### src/rtl/comp_seq_if.sv
// Operand/result handshake bundle for comp_seq_ctrl; the master drives operands, the slave is the controller.
// Signal names are taken from the controller's point of view (i_ = into the controller).
interface comp_seq_if #(
   parameter int WIDTH = 32
);
   logic             i_valid;
   logic             o_ready;
   logic [WIDTH-1:0] i_data_a;
   logic [WIDTH-1:0] i_data_b;
   logic             o_valid;
   logic             i_ready;
   logic             o_less;
   logic             o_equal;
   logic             o_greater;
   logic             o_swap;
   logic             o_busy;

   modport master (
      output i_valid, i_data_a, i_data_b, i_ready,
      input  o_ready, o_valid, o_less, o_equal, o_greater, o_swap, o_busy
   );

   modport slave (
      input  i_valid, i_data_a, i_data_b, i_ready,
      output o_ready, o_valid, o_less, o_equal, o_greater, o_swap, o_busy
   );
endinterface

### src/rtl/comp_seq_ctrl.sv
// Sequential MSB-first magnitude comparator, two bits per cycle, for the ADD_SUB alignment stage.
// Optional build macro COMP_SEQ_EARLY_EXIT_EN: finish the scan on the first unequal bit pair.
//
// state   | meaning
// --------+-------------------------------------------------------------
// ST_IDLE | ready for operands; accept latches A/B and clears the flags
// ST_SCAN | compare top pair of A/B shift registers, shift by 2 per cycle
// ST_DONE | result valid; flags held until the consumer takes it
module comp_seq_ctrl #(
   parameter int WIDTH = 32
) (
   input logic       i_clk,
   input logic       i_rst,
   comp_seq_if.slave bus
);
   localparam int NPAIR = WIDTH / 2;
   localparam int IDXW  = (NPAIR > 1) ? $clog2(NPAIR) : 1;

   typedef enum logic [1:0] {
      ST_IDLE = 2'd0,
      ST_SCAN = 2'd1,
      ST_DONE = 2'd2
   } state_t;

   state_t           r_state;
   state_t           w_state_nxt;
   logic [WIDTH-1:0] r_a;
   logic [WIDTH-1:0] r_b;
   logic [IDXW-1:0]  r_idx;
   logic             r_less;
   logic             r_equal;
   logic             r_greater;
   logic             r_busy;

   logic [1:0]       w_pair_a;
   logic [1:0]       w_pair_b;
   logic             w_pair_lt;
   logic             w_pair_gt;
   logic             w_decided;
   logic             w_last;
   logic             w_exit;
   logic             w_accept;
   logic             w_scan;

   assign w_pair_a  = r_a[WIDTH-1 -: 2];
   assign w_pair_b  = r_b[WIDTH-1 -: 2];
   assign w_pair_lt = (w_pair_a < w_pair_b);
   assign w_pair_gt = (w_pair_a > w_pair_b);
   assign w_decided = r_less | r_greater;
   assign w_last    = (r_idx == '0);
   assign w_accept  = bus.i_valid && (r_state == ST_IDLE);
   assign w_scan    = (r_state == ST_SCAN);

`ifdef COMP_SEQ_EARLY_EXIT_EN
   assign w_exit = w_last | w_pair_lt | w_pair_gt;
`else
   assign w_exit = w_last;
`endif

   always_ff @(posedge i_clk or posedge i_rst) begin
      if (i_rst) begin
         r_state <= ST_IDLE;
      end else begin
         r_state <= w_state_nxt;
      end
   end

   always_comb begin
      w_state_nxt = r_state;
      case (r_state)
         ST_IDLE: if (bus.i_valid) w_state_nxt = ST_SCAN;
         ST_SCAN: if (w_exit)      w_state_nxt = ST_DONE;
         ST_DONE: if (bus.i_ready) w_state_nxt = ST_IDLE;
         default:                  w_state_nxt = ST_IDLE;
      endcase
   end

   // The first unequal pair owns the result; later pairs only matter while nothing is decided.
   always_ff @(posedge i_clk or posedge i_rst) begin
      if (i_rst) begin
         r_a       <= '0;
         r_b       <= '0;
         r_idx     <= '0;
         r_less    <= 1'b0;
         r_equal   <= 1'b0;
         r_greater <= 1'b0;
      end else if (w_accept) begin
         r_a       <= bus.i_data_a;
         r_b       <= bus.i_data_b;
         r_idx     <= IDXW'(NPAIR - 1);
         r_less    <= 1'b0;
         r_equal   <= 1'b0;
         r_greater <= 1'b0;
      end else if (w_scan) begin
         r_a <= r_a << 2;
         r_b <= r_b << 2;
         if (!w_last) begin
            r_idx <= r_idx - IDXW'(1);
         end
         if (!w_decided) begin
            r_less    <= w_pair_lt;
            r_greater <= w_pair_gt;
            r_equal   <= w_last & ~w_pair_lt & ~w_pair_gt;
         end
      end
   end

   always_ff @(posedge i_clk or posedge i_rst) begin
      if (i_rst) begin
         r_busy <= 1'b0;
      end else begin
         r_busy <= (w_state_nxt != ST_IDLE);
      end
   end

   assign bus.o_ready   = (r_state == ST_IDLE);
   assign bus.o_valid   = (r_state == ST_DONE);
   assign bus.o_less    = r_less;
   assign bus.o_equal   = r_equal;
   assign bus.o_greater = r_greater;
   assign bus.o_swap    = r_less;
   assign bus.o_busy    = r_busy;
endmodule

### src/flat_wrapper.sv
// flat-port wrapper written by rule: the top's interface ports become plain ports
module comp_seq_ctrl_flat 
#(
   parameter int WIDTH = 32
)
  (i_clk, i_rst, bus_i_valid, bus_i_data_a, bus_i_data_b, bus_i_ready, bus_o_ready, bus_o_valid, bus_o_less, bus_o_equal, bus_o_greater, bus_o_swap, bus_o_busy);
  comp_seq_if #(.WIDTH(WIDTH)) bus_i ();
  input logic i_clk;
  input logic i_rst;
  input wire logic [$bits(bus_i.i_valid)-1:0] bus_i_valid;
  input wire logic [$bits(bus_i.i_data_a)-1:0] bus_i_data_a;
  input wire logic [$bits(bus_i.i_data_b)-1:0] bus_i_data_b;
  input wire logic [$bits(bus_i.i_ready)-1:0] bus_i_ready;
  output wire logic [$bits(bus_i.o_ready)-1:0] bus_o_ready;
  output wire logic [$bits(bus_i.o_valid)-1:0] bus_o_valid;
  output wire logic [$bits(bus_i.o_less)-1:0] bus_o_less;
  output wire logic [$bits(bus_i.o_equal)-1:0] bus_o_equal;
  output wire logic [$bits(bus_i.o_greater)-1:0] bus_o_greater;
  output wire logic [$bits(bus_i.o_swap)-1:0] bus_o_swap;
  output wire logic [$bits(bus_i.o_busy)-1:0] bus_o_busy;
  assign bus_i.i_valid = bus_i_valid;
  assign bus_i.i_data_a = bus_i_data_a;
  assign bus_i.i_data_b = bus_i_data_b;
  assign bus_i.i_ready = bus_i_ready;
  assign bus_o_ready = bus_i.o_ready;
  assign bus_o_valid = bus_i.o_valid;
  assign bus_o_less = bus_i.o_less;
  assign bus_o_equal = bus_i.o_equal;
  assign bus_o_greater = bus_i.o_greater;
  assign bus_o_swap = bus_i.o_swap;
  assign bus_o_busy = bus_i.o_busy;
  comp_seq_ctrl #(.WIDTH(WIDTH)) u_core (.i_clk(i_clk), .i_rst(i_rst), .bus(bus_i));
endmodule
### config.mk
export PLATFORM = sky130hd
export DESIGN_NAME = comp_seq_ctrl_flat
export DESIGN_NICKNAME = d
export VERILOG_FILES = /design/src/rtl/comp_seq_if.sv /design/src/rtl/comp_seq_ctrl.sv /design/src/flat_wrapper.sv
export SDC_FILE = /design/constraint.sdc
export NUM_CORES = 1
export LEC_CHECK = 0
export CAP_MARGIN = 20
export CORE_ASPECT_RATIO = 0.9
export CORE_MARGIN = 2
export CORE_UTILIZATION = 50
export DETAILED_ROUTE_END_ITERATION = 6
export PLACE_DENSITY_LB_ADDON = 0.15
export REMOVE_ABC_BUFFERS = 1
export SYNTH_ARGS = -nofsm -noshare
export SYNTH_HDL_FRONTEND = slang
export SYNTH_SLANG_ARGS = --single-unit
### constraint.sdc
create_clock -name i_clk -period 3.35 [get_ports i_clk]
set_input_delay 0.67 -clock i_clk [delete_from_list [all_inputs] [get_ports i_clk]]
set_output_delay 0.67 -clock i_clk [all_outputs]
set_load 0.01 [all_outputs]
* Word level (Yosys, flattened, before mapping) *
Index checks and enable logic that the tools add are counted.

storage, ports and cells
  output and inout port bits = 7
  bits of input ports = 68
  register bits = 74
  logic and storage cells = 47

cells by class
  reductions and logical operators = 7
  mux-type cells = 20
  $add $sub $neg = 1
  $lt $le $gt $ge = 2
  bitwise logic cells = 5
  equality and inequality tests = 4

operators with widths
  kind                   number
  $mux W32               4
  $mux W4                3
  $mux W1                9
  $mux W2                3
  $pmux W2 S3            1
  $logic_not A4 Y1       1
  $ne A2 B2 Y1 const B   2
  $reduce_and A2 Y1      2
  $reduce_bool A2 Y1     2
  $sub A4 B1 Y4 const B  1
  $and A1 B1 Y1          2
  $eq A2 B1 Y1 const B   1
  $eq A2 B2 Y1 const B   1
  $gt A2 B2 Y1           1
  $logic_not A2 Y1       1
  $lt A2 B2 Y1           1
  $not A1 Y1             2
  $logic_and A1 B1 Y1    1
  $or A1 B1 Y1           1

* Depth between registers and ports, before layout *
Gate-level depths: netlist of run 1.

  word-level depth = 7
  gate-level depth with buffers = 6
  mapped depth without buffers = 5

* Least setup slack after synthesis of run 1 *
OpenSTA, ideal clock, no wires.

  kind = input port to flip-flop
  start point = in bus_i_valid
  end point = reg u_core.r_a[10]
  arrival time = 1,341 ps
  cell stages on the path = 5
  required time = 3,285 ps
  library setup time = 65 ps
  path buffers = 2
  slack = 1,944 ps
  path through = o21bai_2 buf_2 buf_2 nand2_1 nand2_1

between the ends
  cells in the longest elaborated chain, start to end = 2
  elaborated cells between the ends (all ways) = 3
  those cells by class = mux: 1; reduce/logical: 2

RTL lines
  element                                         RTL line             RTL
  start, declared                                 flat_wrapper.sv:10   input wire logic [$bits(bus_i.i_valid)-1:0] bus_i_valid;
  $logic_and A1 B1 Y1 (*)                         comp_seq_ctrl.sv:51  assign w_accept = bus.i_valid && (r_state == ST_IDLE);
  $mux W32 or $reduce_bool A2 Y1 (tied branches)  -
  end signal, assigned                            comp_seq_ctrl.sv:88  r_a <= bus.i_data_a;
  end signal, assigned                            comp_seq_ctrl.sv:95  r_a <= r_a << 2;
  end, declared                                   comp_seq_ctrl.sv:27  logic [WIDTH-1:0] r_a;

Mark *: on every way between the ends. The rest lies on a longest branch, timed or not.
A chain may end at the register's enable or synchronous reset.

* Worst setup path after layout of run 1 *
  start point = reg u_core.r_state[1]
  end point = out bus_o_valid

between the ends
  cells in the longest elaborated chain, start to end = 1

RTL lines
  element                 RTL line              RTL
  start, declared         comp_seq_ctrl.sv:25   state_t r_state;
  start signal, assigned  comp_seq_ctrl.sv:64   r_state <= w_state_nxt;
  $eq A2 B2 Y1            comp_seq_ctrl.sv:117  assign bus.o_valid = (r_state == ST_DONE);
  end, declared           flat_wrapper.sv:15    output wire logic [$bits(bus_i.o_valid)-1:0] bus_o_valid;

Every way passes these cells.

==> results of run 1 <==
## synth_stat cells
cell type,instances
nand2_1,132
dfrtp_1,74
a22oi_1,60
buf_2,18
inv_1,9
clkbuf_1,4
nand2b_1,4
o21ai_1,4
ha_1,3
nand3_1,3
o21ai_0,3
a21oi_1,2
nor2_1,2
nor2b_1,2
or3_1,2
or4_1,2
a2111o_1,1
and2_1,1
and4_1,1
and4bb_4,1
buf_4,1
nor3b_1,1
nor3b_2,1
nor4b_1,1
o2111ai_1,1
o21a_1,1
o21bai_2,1
o311ai_0,1
o31ai_1,1
## tightest hold or removal path: stages, from the launching register on
cell,delay (ns)
dfrtp_1,0.34
nand2_1,0.05
nand2_1,0.05
## metal layers
metal  vias to the layer above  GRT usage [%]  wire length (µm)
li1                       1285              -                 -
met1                      1282           27.0              3150
met2                        71           35.6              3380
met3                         9           5.04               361
met4                         0           7.73                80
met5                         -              0                 0
## power by group
part | switching [mW] | internal [mW]
Sequential | 0.218 | 1.25
Clock | 0.326 | 0.381
Combinational | 0.593 | 0.513
Total | 1.14 | 2.15
## placed cells by master (no fill, tap or decap), types with 3 or more instances in the layout
cell type / n
nand2_1: 132
clkdlybuf4s50_1: 74
dfrtp_1: 74
a22oi_1: 60
clkbuf_8: 11
inv_1: 8
buf_4: 5
nand2b_1: 4
o21ai_1: 4
clkinv_2: 4
o21ai_0: 3
nand3_1: 3
ha_1: 3
## state kept, by name, indices dropped and copies added, names as in the netlist
signal and cells:
u_core.r_a 32, u_core.r_idx 4, u_core.bus.o_less 1, u_core.r_state 2
u_core.bus.o_busy 1, u_core.bus.o_greater 1, u_core.bus.o_equal 1, u_core.r_b 32
## worst paths after layout
kind | cells after the start | slack (ns) | from | end
hold reg to reg | 2 | 0.48 | u_core.r_b[9] | u_core.r_b[9]
hold / removal | 2 | 0.48 | u_core.r_b[9] | u_core.r_b[9]
setup / recovery | 2 | 1.05 | u_core.r_state[1] | bus_o_valid
max in group asynchronous | 3 | 1.84 | i_rst | u_core.r_a[10]
setup reg to reg | 4 | 1.43 | u_core.r_state[0] | u_core.r_b[6]
min in group asynchronous | 2 | 0.81 | i_rst | u_core.r_b[17]
## logic make-up (layout without fill, tap and decap cells)
| group | after synthesis | in the layout | synth area share (%) |
|---|---|---|---|
| fa+ha+maj | 3 | 3 | 1.16 |
| flops | 74 | 74 | 57.3 |
| buf+inv | 32 | 105 | 4.53 |
| simple gates | 153 | 153 | 19.9 |
| compound gates | 75 | 75 | 17.0 |
## area by class of cell
| class | count | area share (%) |
|---|---|---|
| timing repair buffer | 80 | 18.8 |
| multi-input combinational | 231 | 29.5 |
| clock inverter | 5 | 1.24 |
| sequential | 74 | 43.6 |
| tap | 87 | 2.56 |
| inverter | 9 | 0.824 |
| clock buffer | 11 | 3.56 |
==> impl_metrics.toml, run 1 <==
[die]
die_x_um = 88.7
initial_core_util_pct = 52.2
io_pins = 75
core_um2 = 6180
num_rows = 27
die_h_um = 80.2
die_area_um2 = 7120

[yosys]
synth_seq_area_share_pct = 57.3
synthCells = 337
yosys_warnings = 0
synth_top_area_share_pct = 57.3
synthTopCellsByArea = "dfrtp_1, nand2_1, a22oi_1"
synth_area_um2 = 3230
yosysTopAreaCell = "dfrtp_1"
yosys.cell_types.count = 29
postSynthAreaPerCell_um2 = 9.58
synth_seq_cells = 74

[flow_run]
maxCapViolations = 0

[worst_setup_path]
crit_fanout = 7
crit_slowest_cell = "clkdlybuf4s50_1"
max_stage_delay_ns = 0.55
end_kind = "primary output"
worstPathRequired_ns = 2.68
crit_chain = "nor2b_1, clkdlybuf4s50_1"
path_buf_inv = 1
start_kind = "flip-flop"
path_class = "reg -> out"
crit_family = "buffers and inverters"
critical_path_arrival_ns = 1.63

[clock_network]
clock-sinks = 74
post_cts.repair.setup_buffers = 0
htreeDepth = 3
clk_pin_slew_ns = 0.08
cts_hold_buf = 0
clock_path_buffers = 2
cts-root-buf = "clkbuf_8"
clock_latency_ns = 0.35
cts_resized = 0
cts_tree = "built"
cts_buffers = 9

[routing]
route.detailed.drc = 0
vias = 2647
vias_per_cell = 5.33
wl_per_cell_um = 14.0
drtIter0Drc = 224
postRouteAntennaNets = 0
drt_pass1_iterations = 4
drt_wl_total_um = 6970

[global_routing]
grt_pass1_vias = 2666
grt_pass1_wl_um = 11700
grt_usage_pct = 21.3
grt_overflow_total = 0
grt_max_degree = 71
antenna_found_initial = 0

[timing]
fmax_ghz = 0.434
min_period_ns = 2.30
fin_hold_ws_ns = 0.478
rsz0062_at_grt = "no"
setup_tns_ns = 0
finalSetupViolations = 0
drv_slew = 0
layout_setup_ws_ns = 1.05
hold_viol_final = 0
maxSlewHeadroom_pct = 36.9
fin_skew_ns = 0.00554
tightest_slew_ns = 0.946
fin_crit_sh_pct = 68.8

[finish]
finalInstanceArea_um2 = 4250
seq_area_um2 = 1850
instances_no_fill = 497
nets = 476
drive_gt1_share_pct = 6.59
area_delta_synth_final_pct = 31.6
final_core_util_pct = 68.8
multi_input_area_um2 = 1250
fillers = 498
antennaDiodeCount = 0

[placement]
dp_hpwl_um = 4580
gp_congestion = 0.740
placed_area_um2 = 4050
place_ws_ns = 0.951
numPortBuffers = 74
place_inst = 481

[power]
power.density_nw_per_um2 = 773
vdd_drop_max_v = 0.000449
leakage_nw = 2.02
power.total_mw = 3.29

[worst_hold_path]
hp-class = "reg -> reg"

[outcome]
outcome = "completed"
(Power assumes the default switching activity.)
==> inputs of run 2 (changes only) <==
--- a/config.mk
+++ b/config.mk
@@ -8,7 +8,7 @@
 export CAP_MARGIN = 20
 export CORE_ASPECT_RATIO = 0.9
 export CORE_MARGIN = 2
-export CORE_UTILIZATION = 50
+export CORE_UTILIZATION = 45
 export DETAILED_ROUTE_END_ITERATION = 6
 export PLACE_DENSITY_LB_ADDON = 0.15
 export REMOVE_ABC_BUFFERS = 1
==> constraint.sdc (replaced) <==
create_clock -name i_clk -period 2.1 [get_ports i_clk]
set_input_delay 0.42 -clock i_clk [delete_from_list [all_inputs] [get_ports i_clk]]
set_output_delay 0.42 -clock i_clk [all_outputs]
set_load 0.01 [all_outputs]
==> impl_metrics.toml, run 2 (synthesis gave the netlist of run 1 again) <==
[global_routing]
grt_usage_pct = 19.2
grt_overflow_total = 0
grt_max_degree = 75
grt_pass1_vias = 2594
antenna_found_initial = 0
grt_pass1_wl_um = 12000

[routing]
vias = 2631
vias_per_cell = 5.22
wl_per_cell_um = 13.8
drtIter0Drc = 216
route.detailed.drc = 0
postRouteAntennaNets = 0
drt_wl_total_um = 6970
drt_pass1_iterations = 4

[finish]
nets = 477
instances_no_fill = 504
fillers = 597
final_core_util_pct = 61.2
multi_input_area_um2 = 1250
final_common_cell = "nand2_1"
reg_top3 = "u_core.r_a x32, u_core.r_b x32, u_core.r_idx x4"
seq_area_um2 = 1850
final_cell_mix = "nand2_1, clkdlybuf4s50_1, dfrtp_1"
area_delta_synth_final_pct = 32.7
drive_gt1_share_pct = 6.81
antennaDiodeCount = 0

[timing]
drv_slew = 0
fin_crit_sh_pct = 94.1
min_period_ns = 1.98
finalSetupViolations = 0
fmax_ghz = 0.506
rsz0062_at_grt = "no"
fin_skew_ns = 0.00579
hold_viol_final = 0
tightest_slew_ns = 0.416
maxSlewHeadroom_pct = 71.9

[power]
power.density_nw_per_um2 = 1210
vdd_drop_max_v = 0.000589
leakage_nw = 2.02

[worst_setup_path]
max_stage_delay_ns = 0.56
path_buf_inv = 1
path_class = "reg -> out"
crit_family = "buffers and inverters"
crit_fanout = 8
start_kind = "flip-flop"
worstPathRequired_ns = 1.68
crit_slowest_cell = "clkdlybuf4s50_1"
critical_path_arrival_ns = 1.56
crit_chain = "nor2b_1, clkdlybuf4s50_1"
end_kind = "primary output"

[die]
die_h_um = 84.4
die_area_um2 = 7870
num_rows = 29
core_um2 = 7000
die_x_um = 93.3
initial_core_util_pct = 46.1
io_pins = 75

[clock_network]
cts-root-buf = "clkbuf_8"
cts_buffers = 9
clock_latency_ns = 0.34
clk_pin_slew_ns = 0.07
htreeDepth = 3
clock_path_buffers = 2
cts_tree = "built"
clock-sinks = 74

[placement]
gp_congestion = 0.776
numPortBuffers = 74
dp_hpwl_um = 4400
place_inst = 488

[worst_hold_path]
hp-class = "in -> async"

[flow_run]
maxCapViolations = 0

[outcome]
outcome = "completed"
## run 2: cell types whose count changed in the layout (fill, tap and decap cells not counted)
cell,change
clkinv_2,-1
dfrtp_2,+2
clkbuf_8,+1
clkbuf_1,+2
buf_4,-2
bufinv_16,-1
dfrtp_1,-2
clkinvlp_4,-1
buf_12,+3
## run 2: stage by stage
| stage | setup TNS [ns] | setup slack (ns) | power, mW | cell area, µm² | hold WS, ns |
|---|---|---|---|---|---|
| finish | 0 | 0.123 | 5.17 | 4280 | 0.466 |
| global route | 0 | 0.0123 | 5.61 | 4280 | 0.495 |
| CTS | 0 | 0.0153 | 5.23 | 4280 | 0.482 |
| detailed placement | 0 | 0.262 | 4.19 | 4100 | 0.462 |
| global placement | 0 | 0.277 | 4.13 | 4100 | 0.459 |
| floorplan | -76.12 | -0.990 | 3.47 | 3120 | 0.446 |
## run 2: tightest hold or removal path: cells and delay by family
family / cells / cell delay [ns]
buffers and inverters: 3 / 0.78
## run 2: power by group
part	total, mW	leakage, nW	internal, mW	switching [mW]
combinational	1.81	0.972	0.858	0.953
sequential	2.35	0.953	2.00	0.343
clock	1.02	0.0965	0.524	0.495
## run 2: timing repair
action / in CTS / in global routing
buffers inserted: 0 / 0
setup endpoints to repair: 0 / 2
gates resized for setup: 0 / 2
hold buffers: 0 / 0
## run 2: final timing paths
check / startpoint / to / slack, ns / depth (start not counted)
max in group asynchronous: i_rst / u_core.r_state[1] / 1.31 / 3
worst max-delay path: u_core.r_state[0] / bus_o_valid / 0.12 / 2
min in group i_clk: u_core.r_b[22] / u_core.r_b[22] / 0.48 / 2
worst min-delay path: i_rst / u_core.bus.o_greater / 0.47 / 3
worst max register to register: u_core.r_idx[0] / u_core.r_idx[3] / 0.60 / 5
worst min register to register: u_core.r_b[22] / u_core.r_b[22] / 0.48 / 2
## run 2: metal layers
metal	global-route usage, %	up-vias	routed length, µm
li1	-	1291	-
met1	26.3	1257	3230
met2	29.4	75	3190
met3	7.45	8	494
met4	4.14	0	60
met5	0	-	0
## run 2: final cells by class
class / count / area share (%)
timing repair buffer: 81 / 19.7
clock buffer: 14 / 4.03
sequential: 74 / 43.3
tap: 93 / 2.72
inverter: 9 / 0.818
clock inverter: 2 / 0.234
multi-input combinational: 231 / 29.2
